File: config.mk
export PLATFORM = sky130hd
export DESIGN_NAME = nibble_serial_adder_flat
export DESIGN_NICKNAME = d
export VERILOG_FILES = /design/src/rtl/nibble_serial_adder_if.sv /design/src/rtl/nibble_serial_adder.sv /design/src/flat_wrapper.sv
export SDC_FILE = /design/constraint.sdc
export NUM_CORES = 1
export LEC_CHECK = 0
export CAP_MARGIN = 5
export CORE_MARGIN = 2
export CORE_UTILIZATION = 40
export DETAILED_ROUTE_END_ITERATION = 8
export SLEW_MARGIN = 15
export SYNTH_ARGS = -nofsm -noshare
export SYNTH_HDL_FRONTEND = slang
export SYNTH_SLANG_ARGS = --single-unit
File: constraint.sdc
create_clock -name clk -period 5.8 [get_ports clk]
set_clock_uncertainty 0.05 [all_clocks]
set_input_delay 1.16 -clock clk [delete_from_list [all_inputs] [get_ports clk]]
set_output_delay 1.16 -clock clk [all_outputs]
set_load 0.1 [all_outputs]
File: src/rtl/nibble_serial_adder_if.sv
// Operand/result handshake bundle for the nibble-serial adder.
// The master drives operands and accepts results; the slave is the adder.
interface nibble_serial_adder_if #(
  parameter int unsigned NIBBLES = 4
);
  localparam int unsigned WIDTH = 4 * NIBBLES;

  logic             in_valid;
  logic             in_ready;
  logic [WIDTH-1:0] a;
  logic [WIDTH-1:0] b;
  logic             cin;
  logic             out_valid;
  logic             out_ready;
  logic [WIDTH-1:0] sum;
  logic             cout;
  logic             ovf;
  logic             busy;

  modport master (
    output in_valid, a, b, cin, out_ready,
    input  in_ready, out_valid, sum, cout, ovf, busy
  );

  modport slave (
    input  in_valid, a, b, cin, out_ready,
    output in_ready, out_valid, sum, cout, ovf, busy
  );
endinterface

File: src/rtl/nibble_serial_adder.sv
// Multi-cycle adder: one shared 4-bit ripple stage consumes one nibble pair per clock,
// with the carry registered between nibbles. Valid/ready on both sides.
module nibble_serial_adder #(
  parameter int unsigned NIBBLES = 4
) (
  input  logic                 clk,
  input  logic                 rst_n,
  nibble_serial_adder_if.slave bus
);
  localparam int unsigned WIDTH = 4 * NIBBLES;
  localparam int unsigned CntW  = (NIBBLES > 1) ? $clog2(NIBBLES) : 1;
  localparam logic [CntW-1:0] LastCnt = CntW'(NIBBLES - 1);

  typedef enum logic [1:0] {StIdle, StBusy, StDone} state_e;

  state_e           state_q, state_d;
  logic [WIDTH-1:0] a_q, a_d, b_q, b_d;
  logic [WIDTH-1:0] acc_q, acc_d, sum_q, sum_d;
  logic [CntW-1:0]  cnt_q, cnt_d;
  logic             carry_q, carry_d;
  logic             a_msb_q, a_msb_d, b_msb_q, b_msb_d;
  logic             cout_q, cout_d, ovf_q, ovf_d;
  logic             out_valid_q, out_valid_d;

  logic [3:0]       nib_sum;
  logic             nib_carry;
  logic [WIDTH+3:0] acc_shift;
  logic [WIDTH-1:0] acc_next;

  always_comb begin
    nib_carry = carry_q;
    for (int i = 0; i < 4; i++) begin
      nib_sum[i] = a_q[i] ^ b_q[i] ^ nib_carry;
      nib_carry  = (a_q[i] & b_q[i]) | (nib_carry & (a_q[i] ^ b_q[i]));
    end
  end

  // New nibble enters at the top so nibble 0 ends at the bottom after NIBBLES shifts.
  assign acc_shift = {nib_sum, acc_q};
  assign acc_next  = acc_shift[WIDTH+3:4];

  always_comb begin
    state_d     = state_q;
    a_d         = a_q;
    b_d         = b_q;
    acc_d       = acc_q;
    sum_d       = sum_q;
    cnt_d       = cnt_q;
    carry_d     = carry_q;
    a_msb_d     = a_msb_q;
    b_msb_d     = b_msb_q;
    cout_d      = cout_q;
    ovf_d       = ovf_q;
    out_valid_d = out_valid_q;
    unique case (state_q)
      StIdle: begin
        if (bus.in_valid) begin
          a_d     = bus.a;
          b_d     = bus.b;
          carry_d = bus.cin;
          a_msb_d = bus.a[WIDTH-1];
          b_msb_d = bus.b[WIDTH-1];
          cnt_d   = '0;
          state_d = StBusy;
        end
      end
      StBusy: begin
        a_d     = a_q >> 4;
        b_d     = b_q >> 4;
        acc_d   = acc_next;
        carry_d = nib_carry;
        cnt_d   = cnt_q + CntW'(1);
        if (cnt_q == LastCnt) begin
          state_d     = StDone;
          out_valid_d = 1'b1;
          sum_d       = acc_next;
          cout_d      = nib_carry;
          ovf_d       = (a_msb_q == b_msb_q) && (nib_sum[3] != a_msb_q);
        end
      end
      StDone: begin
        if (bus.out_ready) begin
          out_valid_d = 1'b0;
          state_d     = StIdle;
        end
      end
      default: state_d = StIdle;
    endcase
  end

  always_ff @(posedge clk or negedge rst_n) begin
    if (!rst_n) begin
      state_q     <= StIdle;
      a_q         <= '0;
      b_q         <= '0;
      acc_q       <= '0;
      sum_q       <= '0;
      cnt_q       <= '0;
      carry_q     <= 1'b0;
      a_msb_q     <= 1'b0;
      b_msb_q     <= 1'b0;
      cout_q      <= 1'b0;
      ovf_q       <= 1'b0;
      out_valid_q <= 1'b0;
    end else begin
      state_q     <= state_d;
      a_q         <= a_d;
      b_q         <= b_d;
      acc_q       <= acc_d;
      sum_q       <= sum_d;
      cnt_q       <= cnt_d;
      carry_q     <= carry_d;
      a_msb_q     <= a_msb_d;
      b_msb_q     <= b_msb_d;
      cout_q      <= cout_d;
      ovf_q       <= ovf_d;
      out_valid_q <= out_valid_d;
    end
  end

  assign bus.in_ready  = (state_q == StIdle);
  assign bus.busy      = (state_q == StBusy);
  assign bus.out_valid = out_valid_q;
  assign bus.sum       = sum_q;
  assign bus.cout      = cout_q;
  assign bus.ovf       = ovf_q;
endmodule

File: src/flat_wrapper.sv
// flat-port wrapper written by rule: the top's interface ports become plain ports
module nibble_serial_adder_flat 
#(
  parameter int unsigned NIBBLES = 4
)
  (clk, rst_n, bus_in_valid, bus_a, bus_b, bus_cin, bus_out_ready, bus_in_ready, bus_out_valid, bus_sum, bus_cout, bus_ovf, bus_busy);
  nibble_serial_adder_if #(.NIBBLES(NIBBLES)) bus_i ();
  input  logic clk;
  input  logic rst_n;
  input wire logic [$bits(bus_i.in_valid)-1:0] bus_in_valid;
  input wire logic [$bits(bus_i.a)-1:0] bus_a;
  input wire logic [$bits(bus_i.b)-1:0] bus_b;
  input wire logic [$bits(bus_i.cin)-1:0] bus_cin;
  input wire logic [$bits(bus_i.out_ready)-1:0] bus_out_ready;
  output wire logic [$bits(bus_i.in_ready)-1:0] bus_in_ready;
  output wire logic [$bits(bus_i.out_valid)-1:0] bus_out_valid;
  output wire logic [$bits(bus_i.sum)-1:0] bus_sum;
  output wire logic [$bits(bus_i.cout)-1:0] bus_cout;
  output wire logic [$bits(bus_i.ovf)-1:0] bus_ovf;
  output wire logic [$bits(bus_i.busy)-1:0] bus_busy;
  assign bus_i.in_valid = bus_in_valid;
  assign bus_i.a = bus_a;
  assign bus_i.b = bus_b;
  assign bus_i.cin = bus_cin;
  assign bus_i.out_ready = bus_out_ready;
  assign bus_in_ready = bus_i.in_ready;
  assign bus_out_valid = bus_i.out_valid;
  assign bus_sum = bus_i.sum;
  assign bus_cout = bus_i.cout;
  assign bus_ovf = bus_i.ovf;
  assign bus_busy = bus_i.busy;
  nibble_serial_adder #(.NIBBLES(NIBBLES)) u_core (.clk(clk), .rst_n(rst_n), .bus(bus_i));
endmodule
==> impl_metrics.csv <==
group,metric,value,unit
run_status,status,"completed",
drt,firstDrtPassIters,4,
power,vdd_drop_max,0.317,mV
timing,setup_violations,0,
worst_setup_path,cp_max_fo,16,
clock_network,cts-root-buf,"clkbuf_8",
clock_network,cts_inserted_buffers,9,
worst_setup_path,crit_buf_inv,2,
clock_network,postCtsSetupRepairBufs,0,
place,gp_congestion,0.708,
synthesis,syn_inst,273,
synthesis,synth.distinct_cells,25,
final_layout,final_cell_mix,"dfrtp_1, nand2_1, clkdlybuf4s50_1",
clock_network,cts_num_sinks,70,
floorplan,die_area,8180,sq um
synthesis,synth_area,2990,sq um
floorplan,die_w,90.4,microns
drt,dr.first_iter.drc_count,132,
grt,grt.overflow.total,0,
worst_setup_path,critPathLaunchType,"flop",
grt,grt_pass1_vias,2110,
floorplan,start_util,41.2,%
worst_hold_path,min_path_type,"reg2reg",
grt,gr-usage-all-layers,15.5,%
place,dp_cells,415,
worst_setup_path,crit_arrival,2.66,ns
grt,grt_start_max_net_pins,55,
worst_setup_path,crit_slowest_cell,"clkdlybuf4s50_1",
timing,finalHoldViolCount,0,
drt,wirelength,5800,microns
worst_setup_path,worst-setup-path-type,"reg2out",
drt,ant_nets,0,
grt,use_met2,22.9,%
power,p_leak,1.71,nW
clock_network,worstSkewPairLatency,0.33,ns
final_layout,design_area,3830,sq um
grt,antenna_found_initial,0,
clock_network,cts_tree,"built",
synthesis,postSynthAreaPerCell,10.9,sq um
clock_network,clockBufferDepth,2,
final_layout,multi_input_area,1090,sq um
final_layout,final_common_cell,"dfrtp_1",
final_layout,drive_gt1_share,12.7,%
drt,routedWlPerCell,13.5,microns
worst_setup_path,max_stage_delay,1.21,ns
place,placed_cell_area,3610,sq um
power,power_density,622,nW/um^2
synthesis,ys_dominant_reg_cell,"dfrtp_1",
place,portBuffers,57,
timing,slew_viol_final,0,
timing,tns,0,ns
job,maxCapViolCount,0,
grt,grtUsageMet1,22.1,%
worst_setup_path,crit_cells,3,
grt,grt_busiest_layer,"met2",
synthesis,synth_nets,315,
grt,grt_pass1_wl,10200,microns
clock_network,cts_resized,0,
worst_setup_path,crit_family,"buffers and inverters",
floorplan,core,7250,sq um
drt,num_vias,2079,
floorplan,die_h,90.4,microns
timing,timing.fmax,0.258,GHz
timing,period_share,66.7,%
worst_setup_path,path_cells,"nand2b_1 > inv_1 > clkdlybuf4s50_1",
place,dp_hpwl,3930,microns
timing,rsz0062_at_grt,"no",
synthesis,synthArstFlopShare,100,%
final_layout,area.growth.synth_to_final,28.1,%
floorplan,row_count,31,
final_layout,seq_area,1750,sq um
synthesis,synth-seq-cells,70,
synthesis,ys_seq_area_share,58.6,%
final_layout,nFillCells,674,
final_layout,diodes,0,
drt,drc_errors,0,
floorplan,io-pin-count,58,
worst_setup_path,r2r_cells,10,
worst_setup_path,end_kind,"output pin",
final_layout,final_cells,431,
synthesis,yosysWarnings,0,
final_layout,final_nets,369,
timing,relSlewSlack,35.1,%
worst_setup_path,required,4.59,ns
timing,fin_crit,3.87,ns
worst_hold_path,hold_depth,2,
timing,worst_slew_pin_slew,0.970,ns
drt,via_per_inst,4.82,
clock_network,cts.clk_slew.worst_paths,0.07,ns
power,p_total,2.38,mW
clock_network,cts_hold_buf,0,
synthesis,synth_edf_count,0,
grt,grt_use_met3,3.26,%
clock_network,htree_levels,3,
==> tightest hold or removal path, cell delays in order (launching register included) <==
cell	delay [ns]
dfrtp_1	0.34
nand2_1	0.05
nand2_1	0.05
==> registers in the layout (all words and copies together), names as in the netlist <==
signal and flops:
u_core.a_q 16, u_core.b_q 16, u_core.bus.sum 16, u_core.acc_q 12, u_core.cnt_q 2, u_core.state_q 2
u_core.a_msb_q 1, u_core.b_msb_q 1, u_core.bus.cout 1, u_core.bus.out_valid 1, u_core.bus.ovf 1, u_core.carry_q 1
==> through the flow <==
step           hold WS, ns  utilization [%]  setup slack (ns)
2_1_floorplan        0.392                -              2.64
3_3_place_gp         0.411             49.7              2.26
3_5_place_dp         0.414             49.7              2.24
4_1_cts              0.432             52.8              1.87
5_1_grt              0.455             52.8              1.75
6_report             0.426             52.8              1.93
==> routing by layer <==
| metal | up-vias | part of all wire, % |
|---|---|---|
| met2 | 76 | 45 |
| li1 | 1035 | - |
| met1 | 964 | 48 |
| met3 | 4 | 5.8 |
| met5 | - | 0 |
| met4 | 0 | 0.81 |
==> cell families (layout without fill, tap and decap cells) <==
logic type                 count (synthesis)  count (layout)  synth area share [%]
AOI/OAI and AO/OA                         75              75                  15.5
adders and majority gates                  5               5                  3.10
buffers and inverters                     28              87                  4.77
DFF                                       70              70                  58.6
muxes                                     16              16                  6.28
and+or+nand+nor                           79              79                  11.7
==> synthesized netlist by cell type (all sizes together), types with 2 or more instances <==
cell / count / area, sq um
a21oi: 6 / 30.0
dfrtp: 70 / 1750
nor2: 2 / 7.51
a22o: 6 / 52.6
nor2b: 5 / 41.3
nand2: 66 / 248
inv: 9 / 33.8
o21ai: 38 / 190
and2b: 2 / 15.0
mux2: 16 / 188
clkbuf: 7 / 26.3
buf: 12 / 82.6
a22oi: 24 / 180
fa: 4 / 80.1
==> cell type report <==
class / count / area share (%)
clock inverter: 6 / 2.22
multi-input combinational: 175 / 28.6
clock buffer: 10 / 3.59
tap: 99 / 3.24
sequential: 70 / 45.8
inverter: 9 / 0.882
timing repair buffer: 62 / 15.8
==> worst paths after layout <==
check | from | to | slack [ns]
setup / recovery | u_core.state_q[1] | bus_busy | 1.93
hold / removal | u_core.acc_q[4] | u_core.acc_q[4] | 0.43
setup reg to reg | u_core.carry_q | u_core.bus.ovf | 3.26
hold reg to reg | u_core.acc_q[4] | u_core.acc_q[4] | 0.43
max in group asynchronous | rst_n | u_core.acc_q[5] | 4.01
min in group asynchronous | rst_n | u_core.bus.sum[15] | 0.69
==> power by group <==
group | switching, mW | internal (mW)
Sequential | 0.111 | 0.689
Clock | 0.180 | 0.252
Combinational | 0.798 | 0.349
Total | 1.09 | 1.29
Note: power is estimated with default switching activity, not from simulation.
